[src/rtl/usb_link_ctrl_pkg.sv]
// rtl/usb_link_ctrl_pkg.sv - shared types and 24 MHz cycle defaults for the USB link controller
package usb_link_ctrl_pkg;

    typedef enum logic [1:0] {
        SE0 = 2'b00,
        J   = 2'b01,
        K   = 2'b10,
        SE1 = 2'b11
    } d_port_t;

    typedef enum logic [2:0] {
        ACTIVE    = 3'd0,
        BUS_RESET = 3'd1,
        SUSPENDED = 3'd2,
        RESUMING  = 3'd3,
        WAKEUP    = 3'd4
    } link_state_t;

    localparam int unsigned SE0_CNT_W  = 8;
    localparam int unsigned IDLE_CNT_W = 17;

    localparam int unsigned RESET_CYCLES_DEF      = 60;
    localparam int unsigned SUSPEND_CYCLES_DEF    = 72000;
    localparam int unsigned WAKE_WAIT_CYCLES_DEF  = 120000;
    localparam int unsigned WAKE_DRIVE_CYCLES_DEF = 48000;

endpackage

[src/rtl/usb_run_counter.sv]
// rtl/usb_run_counter.sv - saturating run-length counter with increment and clear
module usb_run_counter #(
    parameter int unsigned WIDTH = 8
) (
    input  logic             clk,
    input  logic             reset_i,
    input  logic             inc,
    input  logic             clr,
    output logic [WIDTH-1:0] value
);

    logic [WIDTH-1:0] value_q;
    logic [WIDTH-1:0] value_d;

    always_comb begin
        value_d = value_q;
        if (clr) begin
            value_d = '0;
        end else if (inc && (value_q != {WIDTH{1'b1}})) begin
            value_d = value_q + WIDTH'(1);
        end
    end

    always_ff @(posedge clk) begin
        if (reset_i) begin
            value_q <= '0;
        end else begin
            value_q <= value_d;
        end
    end

    assign value = value_q;

endmodule

[src/rtl/usb_link_ctrl.sv]
// rtl/usb_link_ctrl.sv - full-speed device bus-state controller: reset, suspend, resume, remote wakeup
module usb_link_ctrl
    import usb_link_ctrl_pkg::*;
#(
    parameter int unsigned RESET_CYCLES      = RESET_CYCLES_DEF,
    parameter int unsigned SUSPEND_CYCLES    = SUSPEND_CYCLES_DEF,
    parameter int unsigned WAKE_WAIT_CYCLES  = WAKE_WAIT_CYCLES_DEF,
    parameter int unsigned WAKE_DRIVE_CYCLES = WAKE_DRIVE_CYCLES_DEF
) (
    input  logic        clk,
    input  logic        reset_i,
    input  d_port_t     line_state,
    input  logic        remote_wake_en,
    input  logic        wake_req,
    output logic        usb_reset_o,
    output logic        suspend_o,
    output logic        resume_o,
    output logic        drive_k_o,
    output link_state_t state_o
);

    localparam logic [SE0_CNT_W-1:0]  RESET_LAST   = SE0_CNT_W'(RESET_CYCLES - 1);
    localparam logic [IDLE_CNT_W-1:0] SUSPEND_LAST = IDLE_CNT_W'(SUSPEND_CYCLES - 1);
    localparam logic [IDLE_CNT_W-1:0] WAIT_LAST    = IDLE_CNT_W'(WAKE_WAIT_CYCLES - 1);
    localparam logic [IDLE_CNT_W-1:0] DRIVE_LAST   = IDLE_CNT_W'(WAKE_DRIVE_CYCLES - 1);

    link_state_t state_q, state_d;
    logic        wake_pending_q, wake_pending_d;
    logic        suspend_q, suspend_d;
    logic        resume_q, resume_d;
    logic        drive_k_q, drive_k_d;

    logic [SE0_CNT_W-1:0]  se0_cnt;
    logic [IDLE_CNT_W-1:0] idle_cnt;
    logic                  se0_inc, se0_clr;
    logic                  idle_inc, idle_clr;
    logic                  reset_hit;
    logic                  wake_go;

    // Our own K drive must not be mistaken for line activity, so SE0 counting is frozen in WAKEUP.
    assign se0_inc   = (line_state == SE0) && (state_q != WAKEUP);
    assign se0_clr   = !se0_inc;
    assign reset_hit = (se0_cnt == RESET_LAST) && (line_state == SE0);
    assign wake_go   = (wake_pending_q || wake_req) && remote_wake_en && (idle_cnt >= WAIT_LAST);

    always_comb begin
        state_d = state_q;
        case (state_q)
            ACTIVE: begin
                if (reset_hit) begin
                    state_d = BUS_RESET;
                end else if ((line_state == J) && (idle_cnt == SUSPEND_LAST)) begin
                    state_d = SUSPENDED;
                end
            end
            BUS_RESET: begin
                if (line_state != SE0) state_d = ACTIVE;
            end
            SUSPENDED: begin
                if (reset_hit) begin
                    state_d = BUS_RESET;
                end else if (line_state == K) begin
                    state_d = RESUMING;
                end else if (wake_go) begin
                    state_d = WAKEUP;
                end
            end
            WAKEUP: begin
                if (idle_cnt == DRIVE_LAST) state_d = RESUMING;
            end
            RESUMING: begin
                if ((line_state == SE0) || (line_state == J)) state_d = ACTIVE;
            end
            default: state_d = ACTIVE;
        endcase
    end

    always_comb begin
        idle_inc = 1'b0;
        case (state_q)
            ACTIVE:    idle_inc = (line_state == J);
            SUSPENDED: idle_inc = 1'b1;
            WAKEUP:    idle_inc = 1'b1;
            default:   idle_inc = 1'b0;
        endcase
        idle_clr = (state_d != state_q) || !idle_inc;
    end

    always_comb begin
        wake_pending_d = 1'b0;
        if ((state_q == SUSPENDED) && (state_d == SUSPENDED)) begin
            wake_pending_d = wake_pending_q || (wake_req && remote_wake_en);
        end
        suspend_d = (state_d == SUSPENDED);
        drive_k_d = (state_d == WAKEUP);
        resume_d  = (state_q == RESUMING) && (state_d == ACTIVE);
    end

    always_ff @(posedge clk) begin
        if (reset_i) begin
            state_q        <= ACTIVE;
            wake_pending_q <= 1'b0;
            suspend_q      <= 1'b0;
            resume_q       <= 1'b0;
            drive_k_q      <= 1'b0;
        end else begin
            state_q        <= state_d;
            wake_pending_q <= wake_pending_d;
            suspend_q      <= suspend_d;
            resume_q       <= resume_d;
            drive_k_q      <= drive_k_d;
        end
    end

    usb_run_counter #(.WIDTH(SE0_CNT_W)) u_se0_cnt (
        .clk     (clk),
        .reset_i (reset_i),
        .inc     (se0_inc),
        .clr     (se0_clr),
        .value   (se0_cnt)
    );

    usb_run_counter #(.WIDTH(IDLE_CNT_W)) u_idle_cnt (
        .clk     (clk),
        .reset_i (reset_i),
        .inc     (idle_inc),
        .clr     (idle_clr),
        .value   (idle_cnt)
    );

    assign usb_reset_o = reset_i || (state_q == BUS_RESET);
    assign suspend_o   = suspend_q;
    assign resume_o    = resume_q;
    assign drive_k_o   = drive_k_q;
    assign state_o     = state_q;

endmodule

[config.mk]
export PLATFORM = sky130hd
export DESIGN_NAME = usb_link_ctrl
export DESIGN_NICKNAME = d
export VERILOG_FILES = /design/src/rtl/usb_link_ctrl_pkg.sv /design/src/rtl/usb_run_counter.sv /design/src/rtl/usb_link_ctrl.sv
export SDC_FILE = /design/constraint.sdc
export NUM_CORES = 1
export LEC_CHECK = 0
export ABC_AREA = 1
export BUFFER_PORTS_ARGS = -buffer_cell sky130_fd_sc_hd__clkbuf_2
export CAP_MARGIN = 0
export CORE_ASPECT_RATIO = 1.4
export CORE_UTILIZATION = 54
export DETAILED_ROUTE_END_ITERATION = 8
export HOLD_SLACK_MARGIN = 0.02
export PLACE_DENSITY = 0.75
export SYNTH_ARGS = -nofsm -noshare
export SYNTH_HDL_FRONTEND = slang
export SYNTH_SLANG_ARGS = --single-unit
[constraint.sdc]
create_clock -name clk -period 2.05 [get_ports clk]
set_clock_uncertainty 0.05 [all_clocks]
set_input_delay 0.1025 -clock clk [delete_from_list [all_inputs] [get_ports clk]]
set_output_delay 0.1025 -clock clk [all_outputs]
set_load 0.02 [all_outputs]
-- Yosys cells after proc, flatten, opt, wreduce, memory -nomap -nowiden
Index checks and enable logic that the tools add are counted.
- register bits: 32
- bits in latches: 0
- memory bits (writable): 0
- memory bits (read-only): 0
- input bits: 6
- output and inout port bits: 7
- word-level logic and storage cells: 61
- memories: 0
- $add $sub $neg: 2
- $mul: 0
- divide/modulo/power cells: 0
- magnitude comparators: 1
- equal/unequal tests: 15
- shift operators: 0
- multiplexer cells: 10
- bitwise logic cells: 2
- reductions and logical operators: 24
- operators with widths (kind ; count):
    $mux 3 ; 8
    $add 17x1->17 const B ; 1
    $eq 17x16->1 const B ; 1
    $eq 17x17->1 const B ; 1
    $ge 17x17->1 const B ; 1
    $ne 17x17->1 const B ; 1
    $pmux 3 s5 ; 1
    $logic_and 1x1->1 ; 10
    $eq 3x2->1 const B ; 3
    $add 8x1->8 const B ; 1
    $eq 8x6->1 const B ; 1
    $ne 8x8->1 const B ; 1
    $reduce_or 2->1 ; 4
    $eq 3x3->1 const B ; 2
    $logic_not 3->1 ; 2
    $logic_or 1x1->1 ; 5
    $eq 3x1->1 const B ; 1
    $ne 3x3->1 ; 1
    $ne 3x3->1 const B ; 1
    $eq 2x1->1 const B ; 1
    $eq 2x2->1 const B ; 1
    $logic_not 2->1 ; 1
    $not 1->1 ; 2
    $pmux 1 s2 ; 1
    2 further kinds ; 2

-- Logic depth before layout (Yosys ltp)
Gate-level depths: netlist of run 1.
- depth in word-level cells: 11
- mapped depth: 16
- mapped depth without buffers: 16

-- Cells and area by module
A second synthesis of run 1 with hierarchy kept.
- cells, all modules: 340
- area, all modules: 2149.6 µm²
- modules (own cells, without submodules) (module ; instances ; cells an instance ; area each (µm²) ; seq. area each (µm²)):
    usb_run_counter at u_idle_cnt ; 1 ; 142 ; 978.4 ; 340.3
    usb_link_ctrl ; 1 ; 125 ; 710.7 ; 140.1
    usb_run_counter at u_se0_cnt ; 1 ; 73 ; 460.4 ; 160.2

-- Worst setup path before layout of run 1
OpenSTA, ideal clock, no wires.
- kind: register to register
- start point: register u_idle_cnt.value_q[0] (netlist: u_idle_cnt.value[0])
- end point: register u_idle_cnt.value_q[15] (netlist: u_idle_cnt.value[15])
- setup time: 0.120 ns
- arrival: 1.794 ns
- data required time: 1.880 ns
- slack: 0.086 ns
- cell stages (with the launch flop): 17
- buffers on the path: 0
- period minus slack after synthesis: 1.964 ns
- cells stage by stage: dfxtp_1 ha_1 nand2_1 inv_1 nand3_2 inv_2 nand3_1 nor3_1 ha_1 inv_1 nand2_4 inv_2 nand4_4 nor2_2 nand2_1 xor2_1 nor2_4
- cells in the longest elaborated chain, start to end: 9
- elaborated cells on any way between the ends: 18
- those cells by class: add/sub (1); order compare (1); eq/ne (4); mux (7); reduce/logical (5)
- RTL lines (element ; line ; text):
    start, declared ; usb_run_counter.sv:12 ; logic [WIDTH-1:0] value_q;
    start signal, assigned ; usb_run_counter.sv:28 ; value_q <= value_d;
    $ge 17x17->1 ; usb_link_ctrl.sv:44 ; assign wake_go = (wake_pending_q || wake_req) && remote_wake_en && (idle_cnt >= WAIT_LAST);
    $logic_and 1x1->1 ; usb_link_ctrl.sv:44 ;
    $mux 3 ; usb_link_ctrl.sv:64 ; end else if (wake_go) begin
    $mux 3 ; usb_link_ctrl.sv:62 ; end else if (line_state == K) begin
    $mux 3 ; usb_link_ctrl.sv:60 ; if (reset_hit) begin
    $pmux 3 s5 ; usb_link_ctrl.sv:48 ; case (state_q)
    $ne 3x3->1 ; usb_link_ctrl.sv:86 ; idle_clr = (state_d != state_q) || !idle_inc;
    $logic_or 1x1->1 ; usb_link_ctrl.sv:86 ;
    $reduce_or 2->1 (no line) ; -- ;
Several ways; a longest one is shown, not always the timed one.
A chain may end at the register's enable or synchronous reset.

-- Worst setup path after layout of run 1
- start point: register u_idle_cnt.value_q[1] (netlist: u_idle_cnt.value[1])
- end point: register u_idle_cnt.value_q[15] (netlist: u_idle_cnt.value[15])
The elaborated chain is that of the path after synthesis.

==> results of run 1 <==
-- per-stage QoR --
| stage | setup slack, ns | utilization, % |
|---|---|---|
| final | 0.0199 | 69.3 |
| after global routing | -0.0734 | 69.3 |
| after CTS | 0.00722 | 65.5 |
| after detailed placement | -0.0181 | 62.3 |
| after global placement | 0.0426 | 62.3 |
| after floorplan | 0.0861 | - |
-- cells by family after synthesis --
group | Yosys count
and+or+nand+nor | 155
buffers and inverters | 44
DFF | 32
AOI/OAI and AO/OA | 23
xor gates and xnor gates | 16
adders and majority gates | 3
muxes | 1
-- flip-flops by register name, summed over array words and instances, names as in the netlist --
register,cells
drive_k_o,1
resume_o,1
state_o,3
suspend_o,1
u_idle_cnt.value,17
u_se0_cnt.value,8
wake_pending_q,1
-- how the worst max path moves through the flow --
stage	from	to	slack, ns	cells after the start
global placement	u_idle_cnt.value[1]$_SDFFE_PP0P_	u_idle_cnt.value[15]$_SDFFE_PP0P_	0.04	16
floorplan	u_idle_cnt.value[0]$_SDFFE_PP0P_	u_idle_cnt.value[15]$_SDFFE_PP0P_	0.09	16
finish	u_idle_cnt.value[1]$_SDFFE_PP0P_	u_idle_cnt.value[15]$_SDFFE_PP0P_	0.02	16
CTS	u_idle_cnt.value[1]$_SDFFE_PP0P_	u_idle_cnt.value[15]$_SDFFE_PP0P_	0.007	16
global route	u_idle_cnt.value[1]$_SDFFE_PP0P_	u_idle_cnt.value[15]$_SDFFE_PP0P_	-0.07	16
detailed placement	u_idle_cnt.value[1]$_SDFFE_PP0P_	u_idle_cnt.value[15]$_SDFFE_PP0P_	-0.02	16
-- worst reg2reg max path: stages (launching register included) --
cell,delay (ns)
dfxtp_4,0.36
ha_4,0.13
nand2_2,0.05
inv_2,0.07
nand3_4,0.07
inv_2,0.08
nand3_2,0.08
nor3_2,0.18
ha_2,0.20
inv_2,0.04
nand2_4,0.09
inv_4,0.06
nand4_4,0.10
nor2_4,0.06
nand2_2,0.08
xor2_2,0.19
nor2_4,0.03
-- cell usage in the layout (no fill, tap or decap), types with 2 or more instances in the layout --
| cell type | n |
|---|---|
| nor2_4 | 12 |
| nand3_2 | 8 |
| clkbuf_8 | 6 |
| nand2_2 | 8 |
| xnor2_1 | 2 |
| a21oi_1 | 8 |
| nand4_1 | 4 |
| nor3_2 | 3 |
| inv_2 | 10 |
| xor2_1 | 13 |
| nand3_1 | 17 |
| nand2_1 | 48 |
| nor2_2 | 4 |
| clkbuf_2 | 12 |
| ha_4 | 2 |
| dfxtp_2 | 3 |
| inv_1 | 32 |
| clkbuf_1 | 2 |
| o21ai_1 | 3 |
| buf_6 | 2 |
| buf_4 | 9 |
| nor3_1 | 6 |
| nand2_4 | 2 |
| o21ai_0 | 9 |
| dfxtp_1 | 28 |
| nor2_1 | 38 |
| o21ai_2 | 2 |
-- layer usage --
layer	vias to the layer above	share of wire (%)	GRT usage, %
li1	925	-	-
met1	817	42	22.6
met2	42	52	42.3
met3	9	3.2	5.38
met4	0	3.1	10.5
met5	-	0	0
-- what timing repair did --
action | in CTS | in global routing
hold buffers | 1 | 0
setup endpoints to repair | 1 | 17
buffers inserted | 0 | 4
pin swaps | 0 | 15
gates resized for setup | 1 | 29
endpoints found under the hold margin | 3 | 0
-- report_power, final --
| group | internal, mW | switching (mW) | leakage [nW] |
|---|---|---|---|
| combinational | 0.0261 | 0.0422 | 0.621 |
| clock | 0.273 | 0.219 | 0.0455 |
| sequential | 0.622 | 0.00187 | 0.260 |
-- final cells by class --
cell class,instances,area [µm²]
Sequential cell,32,648
Fill cell,303,1050
Timing Repair Buffer,25,180
Tap cell,40,50.0
Multi-Input combinational cell,198,1230
Clock buffer,8,90.1
Inverter,43,164
==> run metrics, run 1 <==
DIE WIDTH=53.0 µm; Critical Path End Type=flip-flop; Root Driver=clkbuf_8; Netlist cell types=27; post-synthesis mux area share=0.510%; Post-Synth Adder-Cell Area=1.91%; grt ovf=0; Hold WC Path Type=input port to flip-flop; DRC viols=0; # port buffers=12; run status=complete, no violations; CTS clk-pin slew, worst paths=0.06 ns; Max-Cap Viols=0; Post-synth EDFFs=0; non-filler cells, final=346; reg2reg path depth=16; Area after DPL=2130 µm²; Layout Nets=314; post-synthesis cell area=1960 µm²; Hold Vio Cnt, Final=0; CP peak stage delay=0.36 ns; final setup fails=0; Max Freq=0.493 GHz; Worst VDD drop=0.411 mV; Antenna Cells=0; largest net degree at the start of global routing=11; cell repeated most along the worst path=inv_2; vias in the first global route=1,672; relative slew slack=77.7%; clock insertion delay at the later pin of the skew report=0.28 ns; Initial Util=57.6%; synthesized net count=283; Final HPWL DP=2.96 mm; via count=1,793; CTS Buffer Depth=2; Hold Crit Start=remote_wake_en; TritonCTS buffer count=5; post-synthesis simple-gate area fraction=42.3%; area share of the largest cell type after synthesis=32.6%; placed cells=333; commonest cells in the synthesized netlist=nand2_1, nor2_1, inv_1; complex-gate fraction of the synthesized area=6.31%; reg-to-reg slack, setup=0.02 ns; first-pass GRT wire length=6.55 mm; clk sinks=32; placement row count=25; GRT Overall Usage=22.6%; Routed wire per std cell=12.0 µm; xor-xnor portion of the synthesized cell area=7.14%; worst reg2reg startpoint=u_idle_cnt.value[1]$_SDFFE_PP0P_; CP startpoint kind=flip-flop; slew of the pin with the lowest slew margin=0.334 ns; sequential area share after synthesis=32.6%; main combinational cell family by area after synthesis=simple AND/OR/NAND/NOR gates; Synth warnings=0; area delta synth->final=20.4%; syn_area_per_cell=7.16 µm²; Final Cell Area=2360 µm²; CTS tree=built; reg2reg end=u_idle_cnt.value[15]$_SDFFE_PP0P_; Hold Path End=wake_pending_q$_SDFF_PP0_; CP Max Fanout=6; setup TNS=0 ns; CP required=2.18 ns; Slowest-stage cell, CP=dfxtp_4; DRT iter0 DRCs=41; H-tree depth=2; cell count after synthesis=274; worst hold margin=0.102 ns; Final Cycle Share=99.0%; crit path kind=flip-flop to flip-flop; Pre-Repair DR Iteration Count=4; max-slew violations=0; fraction of layout cells with a size suffix above 1=30.1%; static leakage=0.927 nW; ys flop type=dfxtp_1; Final ANT Viol Nets=0; ys async rst share=0%; Synth area leader=dfxtp_1; Ports=13; synth top area cells=dfxtp_1, nand2_1, nor2_1, inv_1, nor2_4; final WL=4.14 mm; family with the most delay on the worst path=simple AND/OR/NAND/NOR gates; Final min period=2.03 ns; Die Area=3880 µm²; RSZ-0062 raised after global routing=true; Tot Pwr=1.19 mW; initial antenna violation count=0; Final GP Congestion=0.911; count leader, synth=nand2_1; #FFs+latches synth=32; Die H=73.3 µm; hold path depth=5; critical-path cell list=ha_4 > nand2_2 > inv_2 > nand3_4 > inv_2 > nand3_2 > nor3_2 > ha_2 > inv_2 > nand2_4 > inv_4 > nand4_4 > nor2_4 > nand2_2 > xor2_2 > nor2_4; PwrDens=502 nW/µm²; Via density=5.18; Core Area=3410 µm²; worst path bufs/invs=4; Worst Path Arrival=2.16 ns
Note: power is estimated with default switching activity, not from simulation.
==> run 2: changes to the inputs <==
--- a/config.mk
+++ b/config.mk
@@ -6,12 +6,11 @@
 export NUM_CORES = 1
 export LEC_CHECK = 0
-export ABC_AREA = 1
 export BUFFER_PORTS_ARGS = -buffer_cell sky130_fd_sc_hd__clkbuf_2
 export CAP_MARGIN = 0
 export CORE_ASPECT_RATIO = 1.4
-export CORE_UTILIZATION = 54
+export CORE_UTILIZATION = 53
 export DETAILED_ROUTE_END_ITERATION = 8
 export HOLD_SLACK_MARGIN = 0.02
-export PLACE_DENSITY = 0.75
+export PLACE_DENSITY = 0.74
 export SYNTH_ARGS = -nofsm -noshare
 export SYNTH_HDL_FRONTEND = slang
==> constraint.sdc (replaced) <==
create_clock -name clk -period 2.05 [get_ports clk]
set_clock_uncertainty 0.05 [all_clocks]
set_input_delay 0.3075 -clock clk [delete_from_list [all_inputs] [get_ports clk]]
set_output_delay 0.3075 -clock clk [all_outputs]
set_load 0.02 [all_outputs]
==> run 2 against run 1 <==
Against the previous run: the flow now finishes with violations (negative setup slack); largest power group unchanged; sequential share of layout area is 2.3 points lower; first-iteration DRC count rose to 2.6 times the previous value; final area rose by 9.2%; synthesized cell count shrank 24%; die area shrank 5.5%; cell count fell by 11%; setup slack worse by 0.26 ns.
==> run metrics, run 2 <==
final setup fails=20; Max Freq=0.436 GHz; Worst VDD drop=0.485 mV; Hold WC Path Type=input port to flip-flop; DRC viols=0; Layout Nets=278; DIE WIDTH=51.5 µm; # port buffers=12; Synth warnings=0; area share of the largest cell type after synthesis=35.3%; non-filler cells, final=309; CTS Buffer Depth=2; sequential area share after synthesis=35.3%; violated checks=negative setup slack; post-synthesis cell area=1820 µm²; synth top area cells=dfxtp_1, nor4_1, xnor2_1, xor2_1, nand4_1; most common cell after layout, fill and taps aside=buf_4; reg2reg end=u_idle_cnt.value[7]$_SDFFE_PP0P_; Fillers=200; fraction of layout cells with a size suffix above 1=41.1%; run status=finished, violations left; area delta synth->final=42.0%; Ports=13; Final ANT Viol Nets=0; Final Cycle Share=112%; commonest cells in the synthesized netlist=dfxtp_1, nor4_1, nor2_1; #FFs+latches synth=32; H-tree depth=2; CTS clk-pin slew, worst paths=0.07 ns; Via density=6.29; Post-synth EDFFs=0; relative slew slack=66.0%; Routed wire per std cell=19.2 µm; initial antenna violation count=0; grt ovf=0; complex-gate fraction of the synthesized area=12.7%; CP startpoint kind=flip-flop; slew of the pin with the lowest slew margin=0.507 ns; Final min period=2.29 ns; placement row count=24; Die Area=3670 µm²; final core utilization=81.1%; post-synthesis simple-gate area fraction=34.8%; Post-Synth Adder-Cell Area=2.07%; Hold Vio Cnt, Final=0; cell repeated most along the worst path=buf_4; CP Max Fanout=4; RSZ-0062 raised after global routing=true; Post-CTS Hold Fix Bufs=0; Final HPWL DP=4.13 mm; Antenna Cells=0; max-slew violations=0; family with the most delay on the worst path=simple AND/OR/NAND/NOR gates; Worst Path Arrival=2.43 ns; CP required=2.19 ns; DRT iter0 DRCs=108; ys flop type=dfxtp_1; hold path depth=2; Pre-Repair DR Iteration Count=5; vias in the first global route=2,064; ys async rst share=0%; clock insertion delay at the later pin of the skew report=0.29 ns; post-synthesis mux area share=1.10%; GRT Overall Usage=35.1%; count leader, synth=dfxtp_1; largest net degree at the start of global routing=13; clk sinks=32; worst hold margin=0.203 ns; Slowest-stage cell, CP=dfxtp_2; xor-xnor portion of the synthesized cell area=10.1%; critical-path cell list=and2_4 > and3_4 > nand3_2 > nor3_2 > ha_2 > a211o_4 > a2111oi_4 > buf_4 > buf_4 > xnor2_1 > nor4_1; main combinational cell family by area after synthesis=simple AND/OR/NAND/NOR gates; reg-to-reg slack, setup=-0.24 ns; Final GP Congestion=0.889; Synth area leader=dfxtp_1; crit path kind=flip-flop to flip-flop; Root Driver=clkbuf_8; Hold Crit Start=reset_i; first-pass GRT wire length=9.54 mm; Critical Path End Type=flip-flop; setup slack after layout=-0.243 ns; placed cells=293; cell count after synthesis=207; Max-Cap Viols=0; CTS tree=built; worst path bufs/invs=2; synthesized net count=216; flip-flop count of the largest register after layout=17; via count=1,943; Core Area=3180 µm²; PwrDens=504 nW/µm²; Initial Util=57.1%; worst reg2reg startpoint=u_idle_cnt.value[9]$_SDFFE_PP0P_; syn_area_per_cell=8.78 µm²; Die H=71.3 µm; Netlist cell types=46; Hold Path End=state_o[0]$_SDFF_PP0_; CP peak stage delay=0.32 ns; most frequent cells in the layout=buf_4, dfxtp_1, nor4_1; final WL=5.94 mm; TritonCTS buffer count=5; reg2reg path depth=11; static leakage=0.961 nW
[run 2: changes by cell type after synthesis, sizes merged, moves of 9 or more]
| cell | previous run | this run |
|---|---|---|
| nand2 | 58 | 10 |
| nor2 | 54 | 16 |
| inv | 43 | 6 |
| nor4 | 3 | 21 |
| nand3 | 26 | 11 |
| xnor2 | 2 | 12 |
| o21ai | 14 | 5 |
[run 2: worst max-delay path by stage]
stage,startpoint,endpoint,slack [ns],depth (start not counted)
floorplan,u_idle_cnt.value[9]$_SDFFE_PP0P_,u_idle_cnt.value[15]$_SDFFE_PP0P_,-0.12,10
global placement,u_idle_cnt.value[8]$_SDFFE_PP0P_,u_idle_cnt.value[9]$_SDFFE_PP0P_,-0.16,10
detailed placement,u_idle_cnt.value[9]$_SDFFE_PP0P_,u_idle_cnt.value[11]$_SDFFE_PP0P_,-0.27,10
CTS,u_idle_cnt.value[8]$_SDFFE_PP0P_,u_idle_cnt.value[13]$_SDFFE_PP0P_,-0.20,10
global route,u_idle_cnt.value[8]$_SDFFE_PP0P_,u_idle_cnt.value[9]$_SDFFE_PP0P_,-0.34,11
finish,u_idle_cnt.value[9]$_SDFFE_PP0P_,u_idle_cnt.value[7]$_SDFFE_PP0P_,-0.24,11
[run 2: per-layer routing]
metal	GRT usage (%)	vias up	wire [µm]
met3	6.79	30	280
met5	0	-	0
li1	-	899	-
met2	62.5	96	3210
met1	36.3	918	2170
met4	22.5	0	280
[run 2: stage by stage]
stage	area, µm²	worst slack [ns]	total power, mW	setup TNS [ns]
finish	2580	-0.243	1.30	-3.04
global route	2580	-0.344	1.34	-4.60
CTS	2510	-0.198	1.30	-2.24
detailed placement	2260	-0.273	0.706	-2.88
global placement	2260	-0.155	0.703	-1.53
floorplan	1850	-0.123	0.673	-0.777
[run 2: where the power goes]
part | switching [mW] | total, mW | internal, mW
logic | 0.0447 | 0.0738 | 0.0291
registers | 0.00169 | 0.625 | 0.624
clock network | 0.241 | 0.600 | 0.359
[run 2: cell families after synthesis]
family / Yosys count
adder cells (fa/ha/maj): 3
XOR/XNOR: 21
buffers and inverters: 15
AND/OR/NAND/NOR: 105
multiplexers: 2
AO/OA/AOI/OAI: 29
flip-flops: 32
[run 2: cell type report]
class	instances	area (µm²)	share of cell area, %
well taps	39	48.8	1.89
flip-flops and latches	32	647	25.1
clock inverters	3	42.5	1.65
repair buffers	64	503	19.5
clock buffers	5	68.8	2.67
multi-input cells	160	1250	48.4
inverters	6	22.5	0.873
[run 2: worst register-to-register path, stage by stage (launching register included)]
cell       delay [ns]
dfxtp_2          0.32
and2_4           0.15
and3_4           0.18
nand3_2          0.07
nor3_2           0.04
ha_2             0.19
a211o_4          0.30
a2111oi_4        0.29
buf_4            0.21
buf_4            0.11
xnor2_1          0.05
nor4_1           0.25
[run 2: repair_timing]
action,CTS,global route
endpoints found under the hold margin,0,0
setup buffers,6,2
cloned,1,0
resized for setup,15,13
endpoints found under the setup margin,20,26
pin swaps,8,6
==> run 3: changes to the inputs <==
BUFFER_PORTS_ARGS = -buffer_cell sky130_fd_sc_hd__buf_2   (was -buffer_cell sky130_fd_sc_hd__clkbuf_2)
CAP_MARGIN = not set   (was 0)
GPL_TIMING_DRIVEN = 0   (was not set)
==> run 3 against run 2 <==
Against the previous run: the flow still finishes with violations (negative setup slack); hold slack lost 0.0055 ns; flip-flop and latch count unchanged; critical path type unchanged; sequential share of layout area grew 3.6 points; final area shrank 11%; setup slack lost 0.024 ns; global-route usage down 3.3 points; wire length down 11%; utilization is 8.8 points lower; via count decreased by 8.0%; non-clock buffer count shrank 27; register-to-register slack worse by 0.02 ns; maximum frequency fell by 1.0%.
==> run metrics, run 3 (synthesized netlist as in run 2, its figures left out) <==
Tot Pwr=1.11 mW; setup slack after layout=-0.266 ns; PwrDens=484 nW/µm²; Die H=71.3 µm; Hold WC Path Type=input port to flip-flop; most frequent cells in the layout=dfxtp_1, buf_2, nor4_1, buf_4, nor2_1; final core utilization=72.3%; Hold Crit Start=reset_i; CP required=2.19 ns; critical-path cell list=and2_4 > and3_4 > nand3_2 > nor3_2 > ha_2 > a211o_4 > a2111oi_4 > buf_4 > nand4_1 > xor2_1 > nor4_2; Antenna Cells=0; Core Area=3180 µm²; H-tree depth=2; TritonCTS buffer count=5; Layout Nets=251; via count=1,788; Via density=6.41; Final HPWL DP=3.31 mm; CP peak stage delay=0.34 ns; most common cell after layout, fill and taps aside=dfxtp_1; Pre-Repair DR Iteration Count=4; DRC viols=0; area delta synth->final=26.7%; initial antenna violation count=0; first-pass GRT wire length=8.54 mm; DIE WIDTH=51.5 µm; Clk network pwr share=38.9%; fraction of layout cells with a size suffix above 1=32.5%; CTS Buffer Depth=2; Final min period=2.32 ns; launch point of the worst path=u_idle_cnt.value[9]$_SDFFE_PP0P_; Final ANT Viol Nets=0; worst path bufs/invs=1; reg2reg path depth=11; Sequential Power Share=55.9%; relative slew slack=66.0%; # port buffers=12; static leakage=0.789 nW; switching share of power=23.1%; DR WL met3=279 µm; RSZ-0062 raised after global routing=true; CTS clk-pin slew, worst paths=0.06 ns; slew of the pin with the lowest slew margin=0.508 ns; vias in the first global route=1,849; final WL=5.29 mm; Worst Path Arrival=2.46 ns; placement row count=24; largest net degree at the start of global routing=11; Post-CTS Hold Fix Bufs=0; CTS tree=built; DRT iter0 DRCs=74; Die Area=3670 µm²; clock insertion delay at the later pin of the skew report=0.28 ns; Initial Util=57.1%; crit path kind=flip-flop to flip-flop; Max-Cap Viols=0; routed wl met2=2.78 mm; Fillers=253; GRT Overall Usage=31.8%; clk sinks=32; Hold Path End=state_o[1]$_SDFF_PP0_; family with the most delay on the worst path=simple AND/OR/NAND/NOR gates; grt ovf=0; reg-to-reg slack, setup=-0.27 ns; Final Cycle Share=113%; Root Driver=clkbuf_8; Max Used Layer=met4; hold path depth=2; CP startpoint kind=flip-flop; Critical Path End Type=flip-flop; Slowest-stage cell, CP=dfxtp_4; flip-flop count of the largest register after layout=17; run status=finished, violations left; Routed wire per std cell=19.0 µm; DRT met1 WL=1.95 mm; final setup fails=20; CP Max Fanout=4; reg2reg end=u_idle_cnt.value[15]$_SDFFE_PP0P_; Final GP Congestion=0.886; violated checks=negative setup slack; Comb power frac=5.2%; max-slew violations=0; Hold Vio Cnt, Final=0; Max Freq=0.432 GHz; Worst VDD drop=0.348 mV; Ports=13; worst reg2reg startpoint=u_idle_cnt.value[9]$_SDFFE_PP0P_; internal cell power=856 µW; Psw=257 µW
run 3: changes by cell type in the layout (fill, tap and decap cells not counted), sizes merged:
cell / delta
buf: -16
clkbuf: -11
bufinv: -1
clkinv: -1
clkinvlp: -1
run 3: timing repair:
item                       4_1_cts  5_1_grt
resized for setup               24       10
gates cloned                     2        0
pin swaps                       10        2
setup endpoints to repair       17       28
buffers inserted                11        4
run 3: layout make-up:
type	count	area (µm²)	share of cell area, %
clock buffer	5	68.8	2.99
timing repair buffer	28	208	9.03
inverter	6	25.0	1.09
buffer	9	63.8	2.77
tap	39	48.8	2.12
multi-input combinational	160	1230	53.3
sequential	32	659	28.7
run 3: worst reg2reg max path, delay by kind of cell (launching register included):
| family | cells | cell delay (ns) |
|---|---|---|
| XOR/XNOR | 1 | 0.19 |
| AO/OA/AOI/OAI | 2 | 0.55 |
| buffers and inverters | 1 | 0.18 |
| flip-flops | 1 | 0.34 |
| adder cells (fa/ha/maj) | 1 | 0.18 |
| AND/OR/NAND/NOR | 6 | 0.75 |
run 3: worst max path at each step:
stage | end | slack, ns | depth (start not counted)
global route | u_idle_cnt.value[12]$_SDFFE_PP0P_ | -0.38 | 10
finish | u_idle_cnt.value[15]$_SDFFE_PP0P_ | -0.27 | 11
detailed placement | u_idle_cnt.value[15]$_SDFFE_PP0P_ | -0.42 | 10
global placement | u_idle_cnt.value[15]$_SDFFE_PP0P_ | -0.39 | 10
CTS | u_idle_cnt.value[14]$_SDFFE_PP0P_ | -0.18 | 10
floorplan | u_idle_cnt.value[15]$_SDFFE_PP0P_ | -0.12 | 10
run 3: metrics by stage:
step | instance area, µm² | hold slack (ns) | setup slack (ns) | setup TNS [ns] | instances
floorplan | 1850 | 0.327 | -0.123 | -0.777 | 207
global placement | 1960 | 0.410 | -0.392 | -4.37 | 258
detailed placement | 1960 | 0.426 | -0.417 | -5.12 | 258
CTS | 2230 | 0.188 | -0.178 | -2.21 | 276
global route | 2300 | 0.201 | -0.383 | -5.63 | 279
finish | 2300 | 0.197 | -0.266 | -3.67 | 279
run 3: per-layer routing:
| metal | vias to the layer above | GRT usage [%] |
|---|---|---|
| met5 | - | 0 |
| met4 | 0 | 22.5 |
| met3 | 29 | 8.49 |
| met2 | 70 | 53.8 |
| met1 | 847 | 32.9 |
| li1 | 842 | - |
run 3: power groups by stage:
stage	Sequential [mW]	Combinational, mW	Clock, mW
final	0.622	0.0575	0.433
after global routing	0.622	0.0628	0.467
after CTS	0.622	0.0543	0.439
after detailed placement	0.640	0.0534	0
after global placement	0.640	0.0516	0
after floorplan	0.640	0.0337	0
